### config.mk
export PLATFORM = sky130hd
export DESIGN_NAME = hyperbus_read_rx
export DESIGN_NICKNAME = d
export VERILOG_FILES = /design/src/rtl/hyperbus_read_rx.sv
export SDC_FILE = /design/constraint.sdc
export NUM_CORES = 1
export LEC_CHECK = 0
export CAP_MARGIN = 10
export CORE_MARGIN = 2
export CORE_UTILIZATION = 55
export CTS_BUF_LIST = sky130_fd_sc_hd__clkbuf_8
export DETAILED_ROUTE_END_ITERATION = 16
export GPL_TIMING_DRIVEN = 1
export HOLD_SLACK_MARGIN = 0.03
export PLACE_DENSITY = 0.77
export SLEW_MARGIN = 20
export SYNTH_ARGS = -nofsm -noshare
export SYNTH_HDL_FRONTEND = slang
export SYNTH_SLANG_ARGS = --single-unit
### constraint.sdc
create_clock -name clk_i -period 5.7 [get_ports clk_i]
set_input_delay 1.14 -clock clk_i [delete_from_list [all_inputs] [get_ports clk_i]]
set_output_delay 1.14 -clock clk_i [all_outputs]
set_load 0.01 [all_outputs]
### src/rtl/hyperbus_read_rx.sv
// rtl/hyperbus_read_rx.sv - HyperBus read receive path: halfword packing, word FIFO, burst control
module hyperbus_read_rx #(
  parameter int LEN_W       = 8,
  parameter int FIFO_DEPTH  = 4,
  parameter int TIMEOUT_CYC = 64
) (
  input  logic             clk_i,
  input  logic             rst_i,
  input  logic             start_i,
  input  logic [LEN_W-1:0] burst_len_i,
  input  logic             rx_valid_i,
  input  logic [15:0]      rx_data_i,
  output logic [31:0]      data_o,
  output logic             valid_o,
  input  logic             ready_i,
  output logic             busy_o,
  output logic             done_o,
  output logic             timeout_o,
  output logic             overflow_o
);

  localparam int PTR_W = (FIFO_DEPTH > 1) ? $clog2(FIFO_DEPTH) : 1;
  localparam int CNT_W = PTR_W + 1;
  localparam int TO_W  = $clog2(TIMEOUT_CYC);

  typedef enum logic {S_IDLE, S_RECV} state_t;

  state_t             state_q, state_d;
  logic [LEN_W-1:0]   len_q, len_d;
  logic [LEN_W-1:0]   wcnt_q, wcnt_d;
  logic               phase_q, phase_d;
  logic [15:0]        lo_q, lo_d;
  logic [TO_W-1:0]    to_q, to_d;
  logic               ovf_q, ovf_d;
  logic               done_q, done_d;
  logic               tmo_q, tmo_d;

  logic [31:0]        mem_q [FIFO_DEPTH];
  logic [PTR_W-1:0]   wr_ptr_q, rd_ptr_q;
  logic [CNT_W-1:0]   cnt_q;

  logic               push, pop, fifo_wr, full;
  logic [31:0]        push_word;

  assign full      = (cnt_q == CNT_W'(FIFO_DEPTH));
  assign valid_o   = (cnt_q != '0);
  assign pop       = valid_o & ready_i;
  assign push_word = {rx_data_i, lo_q};
  // A full FIFO still accepts a word when the head leaves in the same cycle.
  assign fifo_wr   = push & (~full | pop);
  assign data_o    = valid_o ? mem_q[rd_ptr_q] : 32'h0;

  assign busy_o     = (state_q == S_RECV);
  assign done_o     = done_q;
  assign timeout_o  = tmo_q;
  assign overflow_o = ovf_q;

  always_ff @(posedge clk_i) begin
    if (rst_i) begin
      state_q  <= S_IDLE;
      len_q    <= '0;
      wcnt_q   <= '0;
      phase_q  <= 1'b0;
      lo_q     <= '0;
      to_q     <= '0;
      ovf_q    <= 1'b0;
      done_q   <= 1'b0;
      tmo_q    <= 1'b0;
      wr_ptr_q <= '0;
      rd_ptr_q <= '0;
      cnt_q    <= '0;
    end else begin
      state_q  <= state_d;
      len_q    <= len_d;
      wcnt_q   <= wcnt_d;
      phase_q  <= phase_d;
      lo_q     <= lo_d;
      to_q     <= to_d;
      ovf_q    <= ovf_d;
      done_q   <= done_d;
      tmo_q    <= tmo_d;
      if (fifo_wr) wr_ptr_q <= wr_ptr_q + PTR_W'(1);
      if (pop)     rd_ptr_q <= rd_ptr_q + PTR_W'(1);
      cnt_q    <= cnt_q + CNT_W'(fifo_wr) - CNT_W'(pop);
    end
  end

  always_ff @(posedge clk_i) begin
    if (fifo_wr) mem_q[wr_ptr_q] <= push_word;
  end

  always_comb begin
    state_d = state_q;
    len_d   = len_q;
    wcnt_d  = wcnt_q;
    phase_d = phase_q;
    lo_d    = lo_q;
    to_d    = to_q;
    ovf_d   = ovf_q;
    done_d  = 1'b0;
    tmo_d   = 1'b0;
    push    = 1'b0;

    case (state_q)
      S_IDLE: begin
        phase_d = 1'b0;
        to_d    = '0;
        if (start_i) begin
          ovf_d  = 1'b0;
          len_d  = burst_len_i;
          wcnt_d = '0;
          if (burst_len_i == '0) done_d  = 1'b1;
          else                   state_d = S_RECV;
        end
      end
      S_RECV: begin
        if (rx_valid_i) begin
          to_d = '0;
          if (!phase_q) begin
            lo_d    = rx_data_i;
            phase_d = 1'b1;
          end else begin
            push    = 1'b1;
            phase_d = 1'b0;
            wcnt_d  = wcnt_q + LEN_W'(1);
            if (wcnt_q + LEN_W'(1) == len_q) begin
              state_d = S_IDLE;
              done_d  = 1'b1;
            end
          end
        end else if (to_q == TO_W'(TIMEOUT_CYC - 1)) begin
          // Stalled RWDS: abandon the burst and drop any unpaired halfword.
          state_d = S_IDLE;
          done_d  = 1'b1;
          tmo_d   = 1'b1;
          phase_d = 1'b0;
          to_d    = '0;
        end else begin
          to_d = to_q + TO_W'(1);
        end
      end
      default: state_d = S_IDLE;
    endcase

    if (push && full && !pop) ovf_d = 1'b1;
  end

endmodule

==> reports/qor.yml <==
report.final.slew_viol_count: 0
wl_met1_mm: 5.50
required_ps: 4560
p_sw_share_pct: 25.3
first_global_vias: 4075
worstSkewPairLatency_ps: 450
wl_met2_mm: 6.42
seq_area_um2: 4890
initial_core_util_pct: 56.5
p_comb_share_pct: 24.9
hp-start: "to_q[0]$_SDFF_PP0_"
worstSetupEndpoint: "data_o[15]"
r2r_slack_ps: 3050
multi_input_area_um2: 2120
first_pass_iters: 4
r2r-start: "busy_o$_SDFF_PP0_"
r2r_end: "cnt_q[2]$_SDFF_PP0_"
grt_use_total_pct: 19.4
drt_iter0_markers: 254
slew_headroom_pct: 47.0
synth_area_leaders: "edfxtp_1, dfxtp_1, mux4_2"
h-tree-depth: 4
ctsResizeCount: 0
utilization_pct: 66.5
skew_ps: 6.04
clock_sinks: 180
root_buffer: "clkbuf_8"
coreArea_um2: 12600
async_reset_ff_share_pct: 0
cp.arrival_ps: 2800
vias: 4018
syn_to_final_growth_pct: 17.7
cts.clk_slew.worst_paths_ps: 80
post_cts_buffers: 0
grt_antenna_before_repair: 0
status: "completed"
drive_gt1_share_pct: 13.6
cp_slowest_cell: "dfxtp_2"
ys_types: 45
ys_warn_count: 0
top_layer: "met4"
drc_errors: 0
setup_viol: 0
fin_nets: 593
synth.largest_area_cell: "edfxtp_1"
p_int_w: 0.00235
wirelength_mm: 12.6
cts_made_buffers: 17
pre_cts_slack_ps: 1710
wl_met3_um: 574
rsz0062_at_grt: "no"
diodes: 0
synth_cells: 486
hold_viol_final: 0
clock_power_share_pct: 27.7
path_cells: "buf_4 -> mux4_2 -> and2_1 -> clkdlybuf4s50_1"
die_area_um2: 13900
synth.ff_latch_count: 180
die_w_um: 118
max_cap_viol_count: 0
reg2regPathDepth: 10
synth_ff_type: "edfxtp_1"
avgRoutedWirePerCell_um: 17.1
powerDensity_nw_per_um2: 376
ant_nets: 0
synth_edf_count: 128
syn_area_um2: 7130
io_pins: 66
synth_area_per_cell_um2: 14.7
vias_per_cell: 5.43
timing.setup.tns_ps: 0
grt-ovfl-total: 0
fill_cells: 938
crit_type: "flop to output pin"
syn-num-nets: 524
fp.dieH_um: 118
max-vdd-ir-drop_mv: 0.180
portBuffers: 65
synth-seq-area-share_pct: 68.5
p_leak_nw: 2.79
num_rows: 41
max_freq_mhz: 254
power.share.sequential_pct: 47.4
worst_pin_slew_ps: 794
ctsLongestPathBuffers: 2
post-dp-hpwl_mm: 8.02
crit_path_end_kind: "output pin"
crit_path_max_fanout: 19
critPathMaxStageDelay_ps: 650
gp_congestion: 0.792
p_sw_w: 0.000799
hold_path.class: "flop to flop"
post-route-period-util_pct: 69.1
worst_slack_ps: 1760
grt_max_degree: 44
start_kind: "flop"
cts_tree: "done"
grt_pass1_wl_mm: 20.7
yosysTopAreaCellShare_pct: 53.9
hold_buffers: 0
period_needed_ps: 3940
[logic make-up after synthesis]
family	share of synthesized area, %
AOI/OAI and AO/OA	3.88
DFF	68.5
adders and majority gates	1.84
buffers and inverters	1.77
and+or+nand+nor	11.4
xor gates and xnor gates	2.21
muxes	10.4
[power by group through the flow]
stage	clock network, W	registers [W]	logic, W
after floorplan	0	0.00149	0.000478
after global placement	0	0.00152	0.000771
after detailed placement	0	0.00153	0.000784
after CTS	0.000894	0.00150	0.000785
after global routing	0.000948	0.00151	0.000844
final	0.000872	0.00150	0.000785
[per-layer routing]
layer / vias to the layer above / GRT usage [%]
met5: - / 0
met4: 0 / 7.76
met3: 7 / 4.51
met2: 95 / 31.8
met1: 1995 / 25.4
li1: 1921 / -
[Yosys cell counts (2+ instances only)]
library cell / count
inv_1: 8
dfxtp_1: 52
nor2_1: 27
buf_2: 5
nand3_1: 8
buf_1: 3
and3_1: 3
xnor2_1: 12
nand2_1: 62
mux4_2: 32
nor2b_1: 4
nand4_1: 2
xor2_1: 6
a21oi_1: 31
ha_1: 8
a31oi_1: 2
edfxtp_1: 128
a311oi_1: 2
mux2i_1: 2
nand2b_1: 5
nor4_1: 2
nor3_1: 4
clkbuf_1: 16
nand3b_1: 2
or3_1: 2
and2_1: 37
o21ai_0: 3
[worst min path at each step]
stage	to	slack, ps	cells after the start
6_report	to_q[0]$_SDFF_PP0_	450	1
5_1_grt	to_q[0]$_SDFF_PP0_	480	1
4_1_cts	to_q[0]$_SDFF_PP0_	450	1
2_1_floorplan	to_q[0]$_SDFF_PP0_	410	1
3_3_place_gp	to_q[0]$_SDFF_PP0_	420	1
3_5_place_dp	to_q[0]$_SDFF_PP0_	440	1
[layout by cell type (no fill, tap or decap), types with 10 or more instances in the layout]
master,n
a21oi_1,31
mux4_2,32
inv_1,10
nor2_1,27
edfxtp_1,128
dfxtp_1,51
xnor2_1,12
clkbuf_8,20
and2_1,37
clkdlybuf4s50_1,65
nand2_1,62
[per-stage QoR]
step / power (W) / cell area, um2 / instances / hold WS (ps)
finish: 0.00315 / 8390 / 740 / 447
detailed placement: 0.00231 / 7960 / 707 / 436
global placement: 0.00230 / 7960 / 707 / 424
floorplan: 0.00196 / 7130 / 486 / 413
global route: 0.00330 / 8390 / 740 / 482
CTS: 0.00318 / 8370 / 739 / 448
[registers in the layout, summed over array words and instances (netlist names), named ones only]
register and flops:
rd_ptr_q 2, overflow_o 1, phase_q 1, mem_q 128
busy_o 1, lo_q 16, cnt_q 3, wcnt_q 8
done_o 1, len_q 8, timeout_o 1, wr_ptr_q 2
to_q 6
[cell type report]
class	count	share of cell area, %
Clock buffer	20	3.28
Clock inverter	12	1.64
Inverter	8	0.358
Multi-Input combinational cell	274	25.3
Sequential cell	180	58.2
Tap cell	172	2.57
Timing Repair Buffer	74	8.65
[critical path: cells and delay by family, from the launching register on]
family        cells  cell delay, ps
flops             1             650
simple gates      1             180
mux               1             580
buf+inv           2             920
No activity file was read; power rests on OpenSTA's default activity.
